$ cat src/rtl/stack_transfer_controller_pkg.sv
// Shared types and constants for the PUSH/POP stack transfer controller.
package stack_pkg;

    typedef enum logic [1:0] {
        IDLE,
        TRANSFER,
        DRAIN,
        DONE
    } state_t;

    localparam logic [2:0] HANDLER_DEFAULT = 3'd0;
    localparam logic [2:0] HANDLER_PUSH    = 3'd1;
    localparam logic [2:0] HANDLER_POP     = 3'd2;

    localparam logic [3:0] LR_INDEX = 4'd14;
    localparam logic [3:0] PC_INDEX = 4'd15;

    localparam int unsigned KERNEL_TOP_DEFAULT    = 4096;
    localparam int unsigned KERNEL_BOTTOM_DEFAULT = 6143;
    localparam int unsigned USER_TOP_DEFAULT      = 6144;
    localparam int unsigned USER_BOTTOM_DEFAULT   = 8191;

    // LR and PC both live in list bit 8.
    function automatic logic [3:0] index_to_bit(input logic [3:0] idx);
        return (idx >= LR_INDEX) ? 4'd8 : idx;
    endfunction

endpackage

$ cat src/rtl/stack_transfer_controller_if.sv
// Request / address-handler / write-back signal bundle of the controller.
interface stack_transfer_controller_if #(
    parameter int DATA_WIDTH = 32
);
    logic                  start;
    logic                  is_push;
    logic [8:0]            register_list;
    logic                  is_kernel;
    logic [DATA_WIDTH-1:0] current_SP;
    logic [2:0]            handler_control;
    logic [3:0]            reg_index;
    logic                  mem_write_enable;
    logic                  reg_write_enable;
    logic [3:0]            wb_index;
    logic                  busy;
    logic                  stall_pc;
    logic                  done;
    logic                  stack_fault;

    modport master (
        output start, is_push, register_list, is_kernel, current_SP,
        input  handler_control, reg_index, mem_write_enable,
        input  reg_write_enable, wb_index, busy, stall_pc, done,
        input  stack_fault
    );

    modport slave (
        input  start, is_push, register_list, is_kernel, current_SP,
        output handler_control, reg_index, mem_write_enable,
        output reg_write_enable, wb_index, busy, stall_pc, done,
        output stack_fault
    );
endinterface

$ cat src/rtl/stack_transfer_controller_encoder.sv
// Picks the next register of a transfer list: highest bit for push, lowest for pop.
module register_list_encoder
    import stack_pkg::*;
(
    input  logic [8:0] list,
    input  logic       is_push,
    output logic [3:0] index,
    output logic       last
);
    always_comb begin
        index = 4'd0;
        if (is_push) begin
            for (int i = 0; i < 9; i++)
                if (list[i]) index = (i == 8) ? LR_INDEX : 4'(i);
        end else begin
            for (int i = 8; i >= 0; i--)
                if (list[i]) index = (i == 8) ? PC_INDEX : 4'(i);
        end
    end

    assign last = (list & (list - 9'd1)) == 9'd0;
endmodule

$ cat src/rtl/stack_transfer_controller.sv
// Sequences multi-register PUSH/POP one word per cycle with SP bound checking.
module stack_transfer_controller
    import stack_pkg::*;
#(
    parameter int DATA_WIDTH = 32,
    parameter logic [DATA_WIDTH-1:0] KERNEL_STACK_TOP    = DATA_WIDTH'(KERNEL_TOP_DEFAULT),
    parameter logic [DATA_WIDTH-1:0] KERNEL_STACK_BOTTOM = DATA_WIDTH'(KERNEL_BOTTOM_DEFAULT),
    parameter logic [DATA_WIDTH-1:0] USER_STACK_TOP      = DATA_WIDTH'(USER_TOP_DEFAULT),
    parameter logic [DATA_WIDTH-1:0] USER_STACK_BOTTOM   = DATA_WIDTH'(USER_BOTTOM_DEFAULT)
) (
    input logic                         clock,
    input logic                         reset,
    stack_transfer_controller_if.slave  bus
);
    state_t     state, next_state;
    logic [8:0] list_q, list_d;
    logic       push_q, kernel_q;
    logic       wb_valid;
    logic [3:0] wb_idx;
    logic [3:0] sel;
    logic       last;
    logic       sp_fault;
    logic       pop_issue;
    logic [DATA_WIDTH-1:0] top, bottom;

    register_list_encoder u_enc (
        .list    (list_q),
        .is_push (push_q),
        .index   (sel),
        .last    (last)
    );

    assign top      = kernel_q ? KERNEL_STACK_TOP : USER_STACK_TOP;
    assign bottom   = kernel_q ? KERNEL_STACK_BOTTOM : USER_STACK_BOTTOM;
    assign sp_fault = push_q ? (bus.current_SP <= top) : (bus.current_SP >= bottom);

    always_comb begin
        next_state           = state;
        list_d               = list_q;
        pop_issue            = 1'b0;
        bus.handler_control  = HANDLER_DEFAULT;
        bus.reg_index        = 4'd0;
        bus.mem_write_enable = 1'b0;
        bus.done             = 1'b0;
        bus.stack_fault      = 1'b0;
        unique case (state)
            IDLE: begin
                if (bus.start)
                    next_state = (|bus.register_list) ? TRANSFER : DONE;
            end
            TRANSFER: begin
                if (sp_fault) begin
                    bus.stack_fault = 1'b1;
                    next_state      = DONE;
                end else begin
                    bus.handler_control  = push_q ? HANDLER_PUSH : HANDLER_POP;
                    bus.reg_index        = sel;
                    bus.mem_write_enable = push_q;
                    pop_issue            = ~push_q;
                    list_d = list_q & ~(9'd1 << index_to_bit(sel));
                    if (last)
                        next_state = push_q ? DONE : DRAIN;
                end
            end
            DRAIN: next_state = DONE;
            DONE: begin
                bus.done   = 1'b1;
                next_state = IDLE;
            end
            default: next_state = IDLE;
        endcase
    end

    always_ff @(posedge clock or posedge reset) begin
        if (reset) begin
            state    <= IDLE;
            list_q   <= 9'd0;
            push_q   <= 1'b0;
            kernel_q <= 1'b0;
            wb_valid <= 1'b0;
            wb_idx   <= 4'd0;
        end else begin
            state    <= next_state;
            wb_valid <= pop_issue;
            wb_idx   <= pop_issue ? bus.reg_index : 4'd0;
            if (state == IDLE && bus.start) begin
                list_q   <= bus.register_list;
                push_q   <= bus.is_push;
                kernel_q <= bus.is_kernel;
            end else if (state == DONE) begin
                list_q <= 9'd0;
            end else begin
                list_q <= list_d;
            end
        end
    end

    assign bus.busy             = (state != IDLE);
    // Gate with reset so every output reads zero while reset is held.
    assign bus.stall_pc         = bus.busy | (bus.start & (state == IDLE) & ~reset);
    assign bus.reg_write_enable = wb_valid;
    assign bus.wb_index         = wb_idx;
endmodule

$ cat src/flat_wrapper.sv
// flat-port wrapper written by rule: the top's interface ports become plain ports
module stack_transfer_controller_flat import stack_pkg::*;
#(
    parameter int DATA_WIDTH = 32,
    parameter logic [DATA_WIDTH-1:0] KERNEL_STACK_TOP    = DATA_WIDTH'(KERNEL_TOP_DEFAULT),
    parameter logic [DATA_WIDTH-1:0] KERNEL_STACK_BOTTOM = DATA_WIDTH'(KERNEL_BOTTOM_DEFAULT),
    parameter logic [DATA_WIDTH-1:0] USER_STACK_TOP      = DATA_WIDTH'(USER_TOP_DEFAULT),
    parameter logic [DATA_WIDTH-1:0] USER_STACK_BOTTOM   = DATA_WIDTH'(USER_BOTTOM_DEFAULT)
)
  (clock, reset, bus_start, bus_is_push, bus_register_list, bus_is_kernel, bus_current_SP, bus_handler_control, bus_reg_index, bus_mem_write_enable, bus_reg_write_enable, bus_wb_index, bus_busy, bus_stall_pc, bus_done, bus_stack_fault);
  stack_transfer_controller_if #(.DATA_WIDTH(DATA_WIDTH)) bus_i ();
  input logic clock;
  input logic reset;
  input wire logic [$bits(bus_i.start)-1:0] bus_start;
  input wire logic [$bits(bus_i.is_push)-1:0] bus_is_push;
  input wire logic [$bits(bus_i.register_list)-1:0] bus_register_list;
  input wire logic [$bits(bus_i.is_kernel)-1:0] bus_is_kernel;
  input wire logic [$bits(bus_i.current_SP)-1:0] bus_current_SP;
  output wire logic [$bits(bus_i.handler_control)-1:0] bus_handler_control;
  output wire logic [$bits(bus_i.reg_index)-1:0] bus_reg_index;
  output wire logic [$bits(bus_i.mem_write_enable)-1:0] bus_mem_write_enable;
  output wire logic [$bits(bus_i.reg_write_enable)-1:0] bus_reg_write_enable;
  output wire logic [$bits(bus_i.wb_index)-1:0] bus_wb_index;
  output wire logic [$bits(bus_i.busy)-1:0] bus_busy;
  output wire logic [$bits(bus_i.stall_pc)-1:0] bus_stall_pc;
  output wire logic [$bits(bus_i.done)-1:0] bus_done;
  output wire logic [$bits(bus_i.stack_fault)-1:0] bus_stack_fault;
  assign bus_i.start = bus_start;
  assign bus_i.is_push = bus_is_push;
  assign bus_i.register_list = bus_register_list;
  assign bus_i.is_kernel = bus_is_kernel;
  assign bus_i.current_SP = bus_current_SP;
  assign bus_handler_control = bus_i.handler_control;
  assign bus_reg_index = bus_i.reg_index;
  assign bus_mem_write_enable = bus_i.mem_write_enable;
  assign bus_reg_write_enable = bus_i.reg_write_enable;
  assign bus_wb_index = bus_i.wb_index;
  assign bus_busy = bus_i.busy;
  assign bus_stall_pc = bus_i.stall_pc;
  assign bus_done = bus_i.done;
  assign bus_stack_fault = bus_i.stack_fault;
  stack_transfer_controller #(.DATA_WIDTH(DATA_WIDTH), .KERNEL_STACK_TOP(KERNEL_STACK_TOP), .KERNEL_STACK_BOTTOM(KERNEL_STACK_BOTTOM), .USER_STACK_TOP(USER_STACK_TOP), .USER_STACK_BOTTOM(USER_STACK_BOTTOM)) u_core (.clock(clock), .reset(reset), .bus(bus_i));
endmodule
$ cat config.mk
export PLATFORM = sky130hd
export DESIGN_NAME = stack_transfer_controller_flat
export DESIGN_NICKNAME = d
export VERILOG_FILES = /design/src/rtl/stack_transfer_controller_pkg.sv /design/src/rtl/stack_transfer_controller_if.sv /design/src/rtl/stack_transfer_controller_encoder.sv /design/src/rtl/stack_transfer_controller.sv /design/src/flat_wrapper.sv
export SDC_FILE = /design/constraint.sdc
export NUM_CORES = 1
export LEC_CHECK = 0
export ABC_AREA = 1
export CORE_ASPECT_RATIO = 0.8
export CORE_MARGIN = 2
export CORE_UTILIZATION = 47
export DETAILED_ROUTE_END_ITERATION = 8
export PLACE_DENSITY = 0.94
export SLEW_MARGIN = 25
export SYNTH_ARGS = -nofsm -noshare
export SYNTH_HDL_FRONTEND = slang
export SYNTH_SLANG_ARGS = --single-unit
$ cat constraint.sdc
create_clock -name clock -period 3.5 [get_ports clock]
set_input_delay 0.7 -clock clock [delete_from_list [all_inputs] [get_ports clock]]
set_output_delay 0.7 -clock clock [all_outputs]
set_load 0.01 [all_outputs]
Word-level counts from Yosys, hierarchy flattened
Index checks and enable logic that the tools add are counted.

Register bits: 18. Input port bits: 46. Word-level logic and storage cells: 78.

Reductions and logical operators: 8. Shifts and indexed selects: 1. Bitwise gates (word level): 8. Add/sub/neg operators: 1. $lt $le $gt $ge: 3. Eq/ne operators: 6. Muxes and demuxes: 45.

Operators by type and width (number): 4-bit two-way mux (21); 9-bit two-way mux (4); 32-bit greater-or-equal comparator (1); 32-bit <= comparator (1); 12-bit two-way mux (2); 9-bit AND (2); 1-bit two-way mux (10); 2-bit two-way mux (5); 9-bit logical NOT (1); 9-bit NOT (1); 9-bit OR reduction (1); 1-bit by 4-bit left shift with 9-bit output (first input constant) (1); 9-bit by 1-bit subtractor with 9-bit output (second input constant) (1); 2-bit case mux with 4 select lines (1); 3-bit two-way mux (2); 2-bit equality test (second input constant) (2); 4-bit greater-or-equal comparator (second input constant) (1); 2-bit AND reduction (2); 3-bit by 1-bit inequality test with 1-bit output (second input constant) (1); 3-bit inequality test (second input constant) (1); 3-bit nonzero test (1); 1-bit AND (2); 2-bit by 1-bit equality test with 1-bit output (second input constant) (1); 2-bit logical NOT (1); 5 further kinds (6).

Longest topological paths before layout
Gate-level depths: netlist of run 1.

Depth after elaboration: 19. Mapped depth: 14.

Hierarchy
A second synthesis of run 1 with hierarchy kept.

Cell total of the unflattened synthesis: 278. Area total of the unflattened synthesis: 1629.1 um2.

By module, submodules not included: stack_transfer_controller (seq. area each 450.4 um2, cells an instance 223, area an instance 1376.3 um2, instances 1); register_list_encoder (seq. area each 0.0 um2, cells an instance 55, area an instance 252.7 um2, instances 1).

Least setup slack after synthesis of run 1
No wires, ideal clock.

Kind: input-to-output. From: input port bus_current_SP[11]. To: output port bus_reg_index[1]. Stages: 11. Arrival: 1.753 ns. Required time: 2.800 ns. Path buffers: 0. Path slack: 1.047 ns. Path through: inv_1 > ha_1 > inv_1 > nor2_1 > nand4_1 > o21ai_1 > nand2_1 > nand3_1 > nand2_1 > inv_1 > nor2_1.

Word-level cells in the longest chain between the ends: 4. Elaborated cells between the ends (all ways): 5. Those cells by class: order compare: 2; mux: 3.

Ends and longest elaborated chain: from (decl) (RTL line flat_wrapper.sv:18) `input wire logic [$bits(bus_i.current_SP)-1:0] bus_current_SP;`; 32-bit greater-or-equal comparator / 32-bit <= comparator (equally long branches) (RTL line stack_transfer_controller.sv:35) `assign sp_fault = push_q ? (bus.current_SP <= top) : (bus.current_SP >= bottom);`; 1-bit two-way mux * (RTL line stack_transfer_controller.sv:35); 4-bit two-way mux * (RTL line stack_transfer_controller.sv:52) `if (sp_fault) begin`; 4-bit two-way mux * (RTL line stack_transfer_controller.sv:46) `unique case (state)`; to (decl) (RTL line flat_wrapper.sv:20) `output wire logic [$bits(bus_i.reg_index)-1:0] bus_reg_index;`.

Mark *: on every way between the ends. The rest lies on a longest branch, timed or not.

Final worst setup path of run 1
From: input port bus_current_SP[11]. To: output port bus_handler_control[0].

Word-level cells in the longest chain between the ends: 4. Elaborated cells between the ends (all ways): 5. Those cells by class: order compare: 2; mux: 3.

Ends and longest elaborated chain: 32-bit greater-or-equal comparator / 32-bit <= comparator (equally long branches) (RTL line stack_transfer_controller.sv:35); 1-bit two-way mux * (RTL line stack_transfer_controller.sv:35); 3-bit two-way mux * (RTL line stack_transfer_controller.sv:52); 3-bit two-way mux * (RTL line stack_transfer_controller.sv:46); to (decl) (RTL line flat_wrapper.sv:19) `output wire logic [$bits(bus_i.handler_control)-1:0] bus_handler_control;`.

Marks and branches as above.

==> results of run 1 <==
==> power by group through the flow <==
stage               clock network, mW  logic [mW]  registers (mW)
finish                          0.177        1.05           0.380
global route                    0.192        1.19           0.390
CTS                             0.179        1.04           0.377
detailed placement                  0        1.03           0.379
global placement                    0       0.996           0.375
floorplan                           0       0.772           0.356
==> stage by stage <==
stage	total power, mW	hold slack (ns)	utilization, %	setup slack, ns	cell area, um^2
after CTS	1.596	0.5381	71.83	0.02560	2281
after detailed placement	1.408	0.5189	70.09	0.02601	2226
after global placement	1.371	0.5020	70.09	0.09883	2226
after global routing	1.773	0.5540	72.54	-0.01209	2303
after floorplan	1.128	0.4795	-	1.047	1599
final	1.605	0.5403	72.54	0.1043	2303
==> cells in the final DEF (no fill, tap or decap), types with 3 or more instances in the layout <==
cell,instances
sky130_fd_sc_hd__o21ai_0,11
sky130_fd_sc_hd__o21ai_1,4
sky130_fd_sc_hd__ha_1,6
sky130_fd_sc_hd__nor3_1,3
sky130_fd_sc_hd__nor2_1,50
sky130_fd_sc_hd__clkdlybuf4s50_1,55
sky130_fd_sc_hd__clkbuf_8,4
sky130_fd_sc_hd__dfrtp_1,18
sky130_fd_sc_hd__a21oi_1,7
sky130_fd_sc_hd__nand2_1,75
sky130_fd_sc_hd__a21oi_2,3
sky130_fd_sc_hd__nand2_2,3
sky130_fd_sc_hd__nand4_1,6
sky130_fd_sc_hd__nand3_1,14
sky130_fd_sc_hd__dlymetal6s2s_1,6
sky130_fd_sc_hd__nor2_2,5
sky130_fd_sc_hd__inv_1,34
sky130_fd_sc_hd__inv_2,6
==> final timing paths <==
kind,start,end,slack (ns)
worst max-delay path,bus_current_SP[11],bus_handler_control[0],0.10
worst min-delay path,u_core.state[1]$_DFFE_PP0P_,u_core.state[1]$_DFFE_PP0P_,0.54
worst max register to register,u_core.state[0]$_DFFE_PP0P_,u_core.list_q[7]$_DFFE_PP0P_,1.29
worst min register to register,u_core.state[1]$_DFFE_PP0P_,u_core.state[1]$_DFFE_PP0P_,0.54
max in group asynchronous,reset,u_core.list_q[4]$_DFFE_PP0P_,2.18
min in group asynchronous,reset,u_core.kernel_q$_DFFE_PP0P_,0.87
==> critical path, stage by stage <==
cell and delay (ns):
sky130_fd_sc_hd__clkdlybuf4s50_1 0.49, sky130_fd_sc_hd__inv_1 0.05, sky130_fd_sc_hd__ha_1 0.30, sky130_fd_sc_hd__inv_1 0.06, sky130_fd_sc_hd__nor2_1 0.03, sky130_fd_sc_hd__nand4_1 0.06, sky130_fd_sc_hd__o21ai_1 0.06, sky130_fd_sc_hd__nand2_1 0.10
sky130_fd_sc_hd__nand3_2 0.09, sky130_fd_sc_hd__buf_4 0.16, sky130_fd_sc_hd__inv_1 0.07, sky130_fd_sc_hd__clkdlybuf4s50_1 0.53
==> flip-flops by register name (all words and copies together), names as in the netlist <==
register / cells
u_core.bus.reg_write_enable: 1
u_core.bus.wb_index: 4
u_core.kernel_q: 1
u_core.list_q: 9
u_core.push_q: 1
u_core.state: 2
==> area by class of cell <==
type	count	area, um^2
well taps	40	50.05
multi-input cells	197	957.2
flip-flops and latches	18	450.4
repair buffers	63	640.6
fillers	258	872.1
clock buffers	4	55.05
inverters	40	150.1
==> per-layer routing <==
layer | vias up | global-route usage, % | part of all wire, %
li1 | 940 | - | -
met1 | 811 | 30.51 | 45
met2 | 60 | 42.31 | 48
met3 | 8 | 5.072 | 5.8
met4 | 0 | 5.602 | 1.1
met5 | - | 0 | 0
==> cell families after synthesis <==
group	count (synthesis)
AO/OA/AOI/OAI	27
adder cells (fa/ha/maj)	6
buffers and inverters	45
flip-flops	18
other	1
AND/OR/NAND/NOR	163
==> repair_timing <==
item,CTS,global route
gates resized for setup,0,8
endpoints found under the setup margin,0,7
hold endpoints to repair,0,0
==> qor.json, run 1 <==
{
  "synth_top_family_by_area": "simple AND/OR/NAND/NOR gates",
  "ir_worst_vdd_v": 0.0004271,
  "layout.nets": 375,
  "cts_setup_buffers": 0,
  "drt.antenna.violating_nets": 0,
  "top_level_ports": 63,
  "timing_worst_slew_pin_value_ns": 0.7109,
  "setup.worst_path.end_class": "primary output",
  "synth.area.mux_share_pct": 0,
  "power_switching_mw": 0.8162,
  "maxClockFrequency_mhz": 294.5,
  "yosys_most_used_dff": "sky130_fd_sc_hd__dfrtp_1",
  "power.density_nw_per_um2": 696.8,
  "dr.pass1.iters": 4,
  "first_pass_grt_wire_length_um": 7583,
  "area_growth_pct": 44.05,
  "n_antenna_cell": 0,
  "dr_total_vias": 1819,
  "worst_hold_class": "flip-flop to flip-flop",
  "route.detailed.wl_per_inst_um": 12.44,
  "finalWeightedCongestion": 0.9461,
  "tritoncts": "done",
  "synth-compound-area-share_pct": 9.859,
  "drc_errors": 0,
  "path_clk_slew_ns": 0.07,
  "syn-instance-count": 260,
  "initial_utilization_pct": 50.35,
  "synth_xor_xnor_area_share_pct": 0,
  "post_cts_hold_buffer_count": 0,
  "intPower_mw": 0.7889,
  "first_global_vias": 1727,
  "switching_share_pct": 50.85,
  "wl_final_um": 4503,
  "grt.total_usage_pct": 24.17,
  "cap_viol_max_count": 0,
  "finalCritPeriodShare_pct": 97.02,
  "post-synth-top-area-cell": "sky130_fd_sc_hd__dfrtp_1",
  "synth_fa_ha_area_share_pct": 4.695,
  "die-width_um": 69.22,
  "ys_top_cells_by_area": "sky130_fd_sc_hd__dfrtp_1 28%, sky130_fd_sc_hd__nand2_1 18%, sky130_fd_sc_hd__nor2_1 12%",
  "async_flop_share_pct": 100.0,
  "antenna_violations_before_repair": 0,
  "pwr-share-comb_pct": 65.3,
  "place_hpwl_um": 3634,
  "seq_area_frac_synth_pct": 28.17,
  "hold_path_cells": 2,
  "synthesis.area_um2": 1599,
  "cellLeakagePower_nw": 1.204,
  "final-hold-violation-count": 0,
  "avgViaCountPerCell": 5.025,
  "die_area_um2": 3888,
  "core_area_um2": 3176,
  "clock_latency_ns": 0.26,
  "reg2regPathDepth": 9,
  "criticalPathCategory": "input port to primary output",
  "worst_setup_path_start_kind": "input port",
  "maximum_number_of_pins_on_one_net_before_global_route_repair": 19,
  "seq_power_share_pct": 23.7,
  "synth_top_area_share_pct": 28.17,
  "critical_path_required_ns": 2.80,
  "die_y_um": 56.17,
  "detailedRoute.firstIterationViolations": 118,
  "outcome": "finished, final reports clean",
  "numPlacedInstances": 358,
  "ratio_of_cells_with_drive_above_1_in_the_final_layout_pct": 9.006,
  "post_synth_most_frequent_cells": "76 x sky130_fd_sc_hd__nand2_1, 50 x sky130_fd_sc_hd__nor2_1, 34 x sky130_fd_sc_hd__inv_1, 18 x sky130_fd_sc_hd__dfrtp_1, 15 x sky130_fd_sc_hd__nand3_1",
  "cts.path.max_buffers": 2,
  "slew_viol_final": 0,
  "synth_simple_gate_area_share_pct": 44.60,
  "setup-tns-final_ns": 0,
  "clock_skew_ns": 0.003937,
  "synthesis.yosys.warnings": 0,
  "cts_root_buf": "sky130_fd_sc_hd__clkbuf_8",
  "syn-num-nets": 312,
  "syn_avg_cell_area_um2": 6.150,
  "layout_min_cycle_time_ns": 3.396,
  "cp_max_fo": 2,
  "synth_edf_count": 0,
  "cts_inserted_buffers": 3,
  "grt_remaining_overflow": 0,
  "synth_cell_types": 25,
  "h-tree-depth": 1,
  "postSynthRegisterBits": 18,
  "cts.sink_count": 18,
  "power.share.clock_pct": 11.0,
  "final_cells": 362,
  "relSlewSlack_pct": 52.56,
  "core.rowCount": 18,
  "portBuffers": 61,
  "synthMostInstantiatedCell": "sky130_fd_sc_hd__nand2_1",
  "arrival_time_at_the_worst_endpoint_ns": 2.70,
  "setup_viol_count_final": 0
}
Note: power is estimated with default switching activity, not from simulation.
==> run 2, diff against run 1 <==
--- a/config.mk
+++ b/config.mk
@@ -6,8 +6,7 @@
 export NUM_CORES = 1
 export LEC_CHECK = 0
 export ABC_AREA = 1
-export CORE_ASPECT_RATIO = 0.8
-export CORE_MARGIN = 2
+export CAP_MARGIN = 0
 export CORE_UTILIZATION = 47
 export DETAILED_ROUTE_END_ITERATION = 8
 export PLACE_DENSITY = 0.94
==> qor.json, run 2 (synthesis results as in run 1) <==
{
  "first_global_vias": {"value": 1645, "change": "was 1,727"},
  "antenna_violations_before_repair": {"value": 0, "change": "unchanged"},
  "timing_worst_slew_pin_value": {"value": 0.6991, "unit": "ns", "change": "was 0.7109 ns"},
  "maxClockFrequency": {"value": 298.2, "unit": "MHz", "change": "was 294.5 MHz"},
  "grt_setup_unrepaired": "no",
  "die_y": {"value": 60.33, "unit": "um", "change": "was 56.17 um"},
  "final-hold-violation-count": {"value": 0, "change": "unchanged"},
  "tritoncts": {"value": "done", "change": "unchanged"},
  "post_dp_cell_area": {"value": 2231, "unit": "um^2", "change": "was 2226 um^2"},
  "ratio_of_cells_with_drive_above_1_in_the_final_layout": {"value": 8.696, "unit": "%", "change": "was 9.006%"},
  "setup-tns-final": {"value": 0, "unit": "ns", "change": "unchanged"},
  "clock_latency": {"value": 0.31, "unit": "ns", "change": "was 0.26 ns"},
  "cp_max_fo": {"value": 6, "change": "was 2"},
  "cts.path.max_buffers": {"value": 2, "change": "unchanged"},
  "worst_setup_path_start_kind": {"value": "input port", "change": "unchanged"},
  "register_name_with_the_most_flops": {"value": "u_core.list_q", "change": "unchanged"},
  "layout_min_cycle_time": {"value": 3.353, "unit": "ns", "change": "was 3.396 ns"},
  "slew_viol_final": {"value": 0, "change": "unchanged"},
  "cts_inserted_buffers": {"value": 3, "change": "unchanged"},
  "finalWeightedCongestion": {"value": 0.8994, "change": "was 0.9461"},
  "clock_skew": {"value": 0.007790, "unit": "ns", "change": "was 0.003937 ns"},
  "cts.sink_count": {"value": 18, "change": "unchanged"},
  "met2_usage": {"value": 45.05, "unit": "%", "change": "was 42.31%"},
  "initial_utilization": {"value": 51.12, "unit": "%", "change": "was 50.35%"},
  "ir_worst_vdd": {"value": 0.0004075, "unit": "V", "change": "was 0.0004271 V"},
  "final.hold.worst_slack": {"value": 0.5351, "unit": "ns", "change": "was 0.5403 ns"},
  "finalCritPeriodShare": {"value": 95.81, "unit": "%", "change": "was 97.02%"},
  "wl_final": {"value": 4234, "unit": "um", "change": "was 4503 um"},
  "detailedRoute.firstIterationViolations": {"value": 101, "change": "was 118"},
  "worst_hold_class": {"value": "flip-flop to flip-flop", "change": "unchanged"},
  "portBuffers": {"value": 61, "change": "unchanged"},
  "dr.pass1.iters": {"value": 4, "change": "unchanged"},
  "die_area": {"value": 3640, "unit": "um^2", "change": "was 3888 um^2"},
  "n_antenna_cell": {"value": 0, "change": "unchanged"},
  "layout.nets": {"value": 375, "change": "unchanged"},
  "h-tree-depth": {"value": 1, "change": "unchanged"},
  "core_area": {"value": 3128, "unit": "um^2", "change": "was 3176 um^2"},
  "first_pass_grt_wire_length": {"value": 7141, "unit": "um", "change": "was 7583 um"},
  "cellLeakagePower": {"value": 1.211, "unit": "nW", "change": "was 1.204 nW"},
  "outcome": {"value": "finished, final reports clean", "change": "unchanged"},
  "post-route-cell-area": {"value": 2287, "unit": "um^2", "change": "was 2303 um^2"},
  "met3_usage": {"value": 3.412, "unit": "%", "change": "was 5.072%"},
  "largest_register_ff_count": {"value": 9, "change": "unchanged"},
  "dr_total_vias": {"value": 1796, "change": "was 1,819"},
  "power.density": {"value": 674.7, "unit": "nW/um^2", "change": "was 696.8 nW/um^2"},
  "final_critical_path_setup_slack": {"value": 0.1468, "unit": "ns", "change": "was 0.1043 ns"},
  "grt.total_usage": {"value": 26.24, "unit": "%", "change": "was 24.17%"},
  "drc_errors": {"value": 0, "change": "unchanged"},
  "numPlacedInstances": {"value": 362, "change": "was 358"},
  "place_hpwl": {"value": 3462, "unit": "um", "change": "was 3634 um"},
  "relSlewSlack": {"value": 53.34, "unit": "%", "change": "was 52.56%"},
  "core.rowCount": {"value": 20, "change": "was 18"},
  "mostFrequentLayoutCells": {"value": "75 x sky130_fd_sc_hd__nand2_1, 54 x sky130_fd_sc_hd__clkdlybuf4s50_1, 50 x sky130_fd_sc_hd__nor2_1", "change": "was 75 x sky130_fd_sc_hd__nand2_1, 55 x sky130_fd_sc_hd__clkdlybuf4s50_1, 50 x sky130_fd_sc_hd__nor2_1"},
  "most_frequent_standard_cell_in_the_layout_excluding_fill_and_tap_cells": {"value": "sky130_fd_sc_hd__nand2_1", "change": "unchanged"},
  "path_clk_slew": {"value": 0.11, "unit": "ns", "change": "was 0.07 ns"},
  "avgViaCountPerCell": {"value": 4.907, "change": "was 5.025"},
  "top_level_ports": {"value": 63, "change": "unchanged"},
  "dp_worst_slack": {"value": 0.01922, "unit": "ns", "change": "was 0.02601 ns"},
  "cap_viol_max_count": {"value": 0, "change": "unchanged"},
  "setup.worst_path.end_class": {"value": "primary output", "change": "unchanged"},
  "die-width": {"value": 60.33, "unit": "um", "change": "was 69.22 um"},
  "critical_path_required": {"value": 2.80, "unit": "ns", "change": "about the same"},
  "maximum_number_of_pins_on_one_net_before_global_route_repair": {"value": 19, "change": "unchanged"},
  "post_cts_hold_buffer_count": {"value": 0, "change": "unchanged"},
  "final_cells": {"value": 366, "change": "was 362"},
  "cts_root_buf": {"value": "sky130_fd_sc_hd__clkbuf_4", "change": "was sky130_fd_sc_hd__clkbuf_8"},
  "route.detailed.wl_per_inst": {"value": 11.57, "unit": "um", "change": "was 12.44 um"},
  "grt_util_met1": {"value": 34.44, "unit": "%", "change": "was 30.51%"},
  "setup_viol_count_final": {"value": 0, "change": "unchanged"},
  "busiest_layer": {"value": "met2", "change": "unchanged"},
  "grt_remaining_overflow": {"value": 0, "change": "unchanged"},
  "criticalPathCategory": {"value": "input port to primary output", "change": "unchanged"},
  "area_growth": {"value": 43.04, "unit": "%", "change": "was 44.05%"},
  "drt.antenna.violating_nets": {"value": 0, "change": "unchanged"},
  "arrival_time_at_the_worst_endpoint": {"value": 2.65, "unit": "ns", "change": "was 2.70 ns"}
}
[run 2: changes by cell type in the layout (fill, tap and decap cells not counted), sizes merged]
cell / change
clkdlybuf4s50: -1
dlymetal6s2s: +1
[run 2: per-layer routing]
layer	wire, um	up-vias
li1	-	938
met1	1833	793
met2	2108	56
met3	230	9
met4	61	0
met5	0	-
[run 2: repair_timing]
item | CTS | global route
gates resized for setup | 0 | 8
buffers inserted | 0 | 0
setup endpoints to repair | 0 | 7
[run 2: power breakdown]
group | leakage, nW | switching [mW] | internal, mW
Clock | 0.0210 | 0.0716 | 0.0636
Sequential | 0.225 | 0.0901 | 0.285
Combinational | 0.965 | 0.633 | 0.400
Total | 1.21 | 0.794 | 0.749
[run 2: worst paths after layout]
check                                                 start  slack [ns]  cells past startpoint                            to
max in group asynchronous                             reset        2.24                      2  u_core.list_q[6]$_DFFE_PP0P_
worst max-delay path                     bus_current_SP[11]        0.15                     10        bus_handler_control[1]
min in group asynchronous                             reset        0.81                      2   u_core.state[0]$_DFFE_PP0P_
worst max register to register  u_core.state[0]$_DFFE_PP0P_        1.29                      9  u_core.list_q[0]$_DFFE_PP0P_
worst min register to register  u_core.state[1]$_DFFE_PP0P_        0.54                      2   u_core.state[1]$_DFFE_PP0P_
worst min-delay path            u_core.state[1]$_DFFE_PP0P_        0.54                      2   u_core.state[1]$_DFFE_PP0P_
[run 2: cell type report]
| cell class | count | area, um^2 |
|---|---|---|
| clock buffers | 4 | 36.28 |
| fillers | 260 | 840.8 |
| inverters | 40 | 150.1 |
| multi-input cells | 197 | 952.2 |
| flip-flops and latches | 18 | 450.4 |
| well taps | 44 | 55.05 |
| repair buffers | 63 | 643.1 |
[run 2: through the flow]
stage / total power, mW / util, %
2_1_floorplan: 1.128 / -
3_5_place_dp: 1.401 / 71.32
5_1_grt: 1.708 / 73.12
3_3_place_gp: 1.367 / 71.32
6_report: 1.543 / 73.12
4_1_cts: 1.543 / 72.48
[run 2: critical path, stage by stage]
cell	delay, ns
sky130_fd_sc_hd__clkdlybuf4s50_1	0.48
sky130_fd_sc_hd__inv_1	0.05
sky130_fd_sc_hd__ha_1	0.28
sky130_fd_sc_hd__nand2_1	0.05
sky130_fd_sc_hd__nor3_1	0.18
sky130_fd_sc_hd__nand2_1	0.13
sky130_fd_sc_hd__nand3_4	0.09
sky130_fd_sc_hd__buf_4	0.15
sky130_fd_sc_hd__inv_1	0.06
sky130_fd_sc_hd__clkdlybuf4s50_1	0.47
==> run 3, diff against run 2 <==
--- a/config.mk
+++ b/config.mk
@@ -7,10 +7,11 @@
 export LEC_CHECK = 0
 export ABC_AREA = 1
 export CAP_MARGIN = 0
-export CORE_UTILIZATION = 47
+export CORE_UTILIZATION = 48
 export DETAILED_ROUTE_END_ITERATION = 8
-export PLACE_DENSITY = 0.94
+export PLACE_DENSITY = 0.95
 export SLEW_MARGIN = 25
 export SYNTH_ARGS = -nofsm -noshare
 export SYNTH_HDL_FRONTEND = slang
+export SYNTH_HIERARCHICAL = 1
 export SYNTH_SLANG_ARGS = --single-unit
==> qor.json, run 3 <==
{
  "first_global_vias": {"value": 1785, "change": "was 1,645"},
  "drt.antenna.violating_nets": {"value": 0, "change": "unchanged"},
  "hold_path_cells": {"value": 2, "change": "unchanged"},
  "largest_register_ff_count": {"value": 9, "change": "unchanged"},
  "reg2reg_to": {"value": "u_core/list_q[4]$_DFFE_PP0P_", "change": "was u_core.list_q[0]$_DFFE_PP0P_"},
  "core_area": {"value": 3128, "unit": "um^2", "change": "unchanged"},
  "drc_errors": {"value": 0, "change": "unchanged"},
  "postSynthRegisterBits": {"value": 18, "change": "unchanged"},
  "die_area": {"value": 3631, "unit": "um^2", "change": "was 3640 um^2"},
  "cts_inserted_buffers": {"value": 3, "change": "unchanged"},
  "first_pass_grt_wire_length": {"value": 7113, "unit": "um", "change": "was 7141 um"},
  "async_flop_share": {"value": 100.0, "unit": "%", "change": "unchanged"},
  "dr_total_vias": {"value": 1846, "change": "was 1,796"},
  "seq_area_frac_synth": {"value": 27.65, "unit": "%", "change": "was 28.17%"},
  "avgViaCountPerCell": {"value": 4.807, "change": "was 4.907"},
  "syn-instance-count": {"value": 278, "change": "was 260"},
  "place_hpwl": {"value": 3521, "unit": "um", "change": "was 3462 um"},
  "grt.total_usage": {"value": 25.97, "unit": "%", "change": "was 26.24%"},
  "route.detailed.wl_per_inst": {"value": 10.79, "unit": "um", "change": "was 11.57 um"},
  "antenna_violations_before_repair": {"value": 0, "change": "unchanged"},
  "mostFrequentLayoutCells": {"value": "88 x sky130_fd_sc_hd__nand2_1, 56 x sky130_fd_sc_hd__clkdlybuf4s50_1, 53 x sky130_fd_sc_hd__nor2_1", "change": "was 75 x sky130_fd_sc_hd__nand2_1, 54 x sky130_fd_sc_hd__clkdlybuf4s50_1, 50 x sky130_fd_sc_hd__nor2_1"},
  "tritoncts": {"value": "done", "change": "unchanged"},
  "most_frequent_standard_cell_in_the_layout_excluding_fill_and_tap_cells": {"value": "sky130_fd_sc_hd__nand2_1", "change": "unchanged"},
  "synth_top_area_share": {"value": 27.65, "unit": "%", "change": "was 28.17%"},
  "post_synth_most_frequent_cells": {"value": "88 x sky130_fd_sc_hd__nand2_1, 53 x sky130_fd_sc_hd__nor2_1, 50 x sky130_fd_sc_hd__inv_1, 18 x sky130_fd_sc_hd__dfrtp_1, 11 x sky130_fd_sc_hd__a21oi_1", "change": "was 76 x sky130_fd_sc_hd__nand2_1, 50 x sky130_fd_sc_hd__nor2_1, 34 x sky130_fd_sc_hd__inv_1, 18 x sky130_fd_sc_hd__dfrtp_1, 15 x sky130_fd_sc_hd__nand3_1"},
  "relSlewSlack": {"value": 54.54, "unit": "%", "change": "was 53.34%"},
  "criticalPathCategory": {"value": "input port to primary output", "change": "unchanged"},
  "cp_max_stage_cell": {"value": "sky130_fd_sc_hd__clkdlybuf4s50_1", "change": "unchanged"},
  "worst_setup_path_start_kind": {"value": "input port", "change": "unchanged"},
  "worst_hold_class": {"value": "flip-flop to flip-flop", "change": "unchanged"},
  "post-synth-top-area-cell": {"value": "sky130_fd_sc_hd__dfrtp_1", "change": "unchanged"},
  "final_critical_path_setup_slack": {"value": 0.07438, "unit": "ns", "change": "was 0.1468 ns"},
  "rr_startpoint": {"value": "u_core/list_q[3]$_DFFE_PP0P_", "change": "was u_core.state[0]$_DFFE_PP0P_"},
  "die-width": {"value": 60.26, "unit": "um", "change": "was 60.33 um"},
  "path_clk_slew": {"value": 0.10, "unit": "ns", "change": "was 0.11 ns"},
  "maximum_number_of_pins_on_one_net_before_global_route_repair": {"value": 19, "change": "unchanged"},
  "dp_worst_slack": {"value": 0.05333, "unit": "ns", "change": "was 0.01922 ns"},
  "cellLeakagePower": {"value": 1.268, "unit": "nW", "change": "was 1.211 nW"},
  "worstPathCellList": {"value": "clkdlybuf4s50_1 > inv_1 > ha_1 > nand3_1 > nor2_1 > nand2_1 > nand2_1 > nand3_1 > a21oi_1 > clkdlybuf4s50_1", "change": "was clkdlybuf4s50_1 > inv_1 > ha_1 > nand2_1 > nor3_1 > nand2_1 > nand3_4 > buf_4 > inv_1 > clkdlybuf4s50_1"},
  "register_name_with_the_most_flops": {"value": "u_core/list_q", "change": "was u_core.list_q"},
  "cts-resized-gates": {"value": 0, "change": "unchanged"},
  "grt_remaining_overflow": {"value": 0, "change": "unchanged"},
  "synthesis.yosys.warnings": {"value": 6, "change": "was 0"},
  "post_cts_hold_buffer_count": {"value": 0, "change": "unchanged"},
  "maxClockFrequency": {"value": 291.9, "unit": "MHz", "change": "was 298.2 MHz"},
  "top_level_ports": {"value": 63, "change": "unchanged"},
  "cts_root_buf": {"value": "sky130_fd_sc_hd__clkbuf_4", "change": "unchanged"},
  "timing_worst_slew_pin_value": {"value": 0.6811, "unit": "ns", "change": "was 0.6991 ns"},
  "ys_top_cells_by_area": {"value": "sky130_fd_sc_hd__dfrtp_1 28%, sky130_fd_sc_hd__nand2_1 20%, sky130_fd_sc_hd__nor2_1 12%", "change": "was sky130_fd_sc_hd__dfrtp_1 28%, sky130_fd_sc_hd__nand2_1 18%, sky130_fd_sc_hd__nor2_1 12%"},
  "synth_edf_count": {"value": 0, "change": "unchanged"},
  "setup-tns-final": {"value": 0, "unit": "ns", "change": "unchanged"},
  "hold-path-endpoint": {"value": "u_core/state[1]$_DFFE_PP0P_", "change": "was u_core.state[1]$_DFFE_PP0P_"},
  "synthesis.area": {"value": 1629, "unit": "um^2", "change": "was 1599 um^2"},
  "clock_latency": {"value": 0.32, "unit": "ns", "change": "was 0.31 ns"},
  "power.density": {"value": 639.9, "unit": "nW/um^2", "change": "was 674.7 nW/um^2"},
  "yosys_most_used_dff": {"value": "sky130_fd_sc_hd__dfrtp_1", "change": "unchanged"},
  "die_y": {"value": 60.26, "unit": "um", "change": "was 60.33 um"},
  "reg2regPathDepth": {"value": 12, "change": "was 9"},
  "critical_path_required": {"value": 2.80, "unit": "ns", "change": "about the same"},
  "detailedRoute.firstIterationViolations": {"value": 74, "change": "was 101"},
  "final.hold.worst_slack": {"value": 0.5673, "unit": "ns", "change": "was 0.5351 ns"},
  "ir_worst_vdd": {"value": 0.0003800, "unit": "V", "change": "was 0.0004075 V"},
  "core.rowCount": {"value": 20, "change": "unchanged"},
  "synthMostInstantiatedCell": {"value": "sky130_fd_sc_hd__nand2_1", "change": "unchanged"},
  "finalWeightedCongestion": {"value": 0.9052, "change": "was 0.8994"},
  "setup.worst_path.end_class": {"value": "primary output", "change": "unchanged"},
  "finalCritPeriodShare": {"value": 97.87, "unit": "%", "change": "was 95.81%"},
  "slew_viol_final": {"value": 0, "change": "unchanged"},
  "cts_setup_buffers": {"value": 0, "change": "unchanged"},
  "cp_max_fo": {"value": 2, "change": "was 6"},
  "outcome": {"value": "finished, final reports clean", "change": "unchanged"},
  "h-tree-depth": {"value": 1, "change": "unchanged"},
  "syn_avg_cell_area": {"value": 5.860, "unit": "um^2", "change": "was 6.150 um^2"},
  "wl_final": {"value": 4144, "unit": "um", "change": "was 4234 um"},
  "synth_cell_types": {"value": 25, "change": "unchanged"},
  "r2r_slack": {"value": 1.44, "unit": "ns", "change": "was 1.29 ns"},
  "cap_viol_max_count": {"value": 0, "change": "unchanged"},
  "dr.pass1.iters": {"value": 4, "change": "unchanged"},
  "layout.nets": {"value": 393, "change": "was 375"},
  "clock_skew": {"value": 0.01643, "unit": "ns", "change": "was 0.007790 ns"},
  "arrival_time_at_the_worst_endpoint": {"value": 2.73, "unit": "ns", "change": "was 2.65 ns"},
  "initial_utilization": {"value": 52.08, "unit": "%", "change": "was 51.12%"},
  "portBuffers": {"value": 61, "change": "unchanged"},
  "grt_setup_unrepaired": {"value": "no", "change": "unchanged"},
  "cts.path.max_buffers": {"value": 2, "change": "unchanged"},
  "timing.critical_path.slowest_cell_delay": {"value": 0.57, "unit": "ns", "change": "was 0.48 ns"},
  "layout_min_cycle_time": {"value": 3.426, "unit": "ns", "change": "was 3.353 ns"},
  "ratio_of_cells_with_drive_above_1_in_the_final_layout": {"value": 6.471, "unit": "%", "change": "was 8.696%"},
  "hp-start": {"value": "u_core/state[1]$_DFFE_PP0P_", "change": "was u_core.state[1]$_DFFE_PP0P_"},
  "final-hold-violation-count": {"value": 0, "change": "unchanged"},
  "setup_viol_count_final": {"value": 0, "change": "unchanged"},
  "n_antenna_cell": {"value": 0, "change": "unchanged"},
  "syn-num-nets": {"value": 330, "change": "was 312"},
  "cts.sink_count": {"value": 18, "change": "unchanged"},
  "area_growth": {"value": 42.24, "unit": "%", "change": "was 43.04%"}
}
-- run 3: cell count changes after synthesis, moves of 4 or more --
cell,delta
sky130_fd_sc_hd__nand3_1,-6
sky130_fd_sc_hd__nand2_1,+12
sky130_fd_sc_hd__inv_1,+16
sky130_fd_sc_hd__nand4_1,-4
sky130_fd_sc_hd__a21oi_1,+4
-- run 3: worst max-delay path by stage --
stage | from | endpoint | cells after the start
after CTS | bus_current_SP[11] | bus_reg_index[3] | 13
after global routing | bus_current_SP[11] | bus_stack_fault | 12
after global placement | bus_current_SP[11] | bus_handler_control[1] | 12
after detailed placement | bus_current_SP[11] | bus_reg_index[3] | 13
after floorplan | bus_current_SP[11] | bus_reg_index[0] | 11
final | bus_current_SP[11] | bus_stack_fault | 10
-- run 3: through the flow --
| stage | total power, mW | instance area, um^2 | instances | utilization, % |
|---|---|---|---|---|
| floorplan | 1.055 | 1629 | 278 | - |
| global placement | 1.302 | 2268 | 380 | 72.52 |
| detailed placement | 1.337 | 2268 | 380 | 72.52 |
| CTS | 1.480 | 2305 | 384 | 73.68 |
| global route | 1.642 | 2317 | 384 | 74.08 |
| finish | 1.483 | 2317 | 384 | 74.08 |
-- run 3: per-layer routing --
layer  wire (um)  global-route usage (%)  share of wire, %  vias up
met5           0                       0                 0        -
met3         260                   3.680               6.3        8
met1        1779                   31.59                43      816
met2        2013                   45.05                49       67
li1            -                       -                 -      955
met4          91                   11.30               2.2        0
-- run 3: cell families after synthesis --
logic type / Yosys count / share of synthesized area (%)
adders and majority gates: 6 / 4.608
and+or+nand+nor: 173 / 45.85
AOI/OAI and AO/OA: 22 / 6.912
buffers and inverters: 58 / 14.75
DFF: 18 / 27.65
other: 1 / 0.2302
-- run 3: cell type report --
type | count | area (um^2)
clock buffer | 4 | 36.28
tap | 44 | 55.05
sequential | 18 | 450.4
timing repair buffer | 63 | 638.1
multi-input combinational | 202 | 938.4
fill | 253 | 810.8
inverter | 53 | 198.9
-- run 3: critical path: cells and delay by family --
| family | cells | cell delay [ns] |
|---|---|---|
| adders and majority gates | 1 | 0.29 |
| AOI/OAI and AO/OA | 1 | 0.17 |
| and+or+nand+nor | 5 | 0.48 |
| buffers and inverters | 3 | 1.10 |
-- run 3: report_power, final --
part | internal, mW | switching (mW)
sequential | 0.274 | 0.0850
combinational | 0.384 | 0.603
clock | 0.0636 | 0.0736
total | 0.721 | 0.761
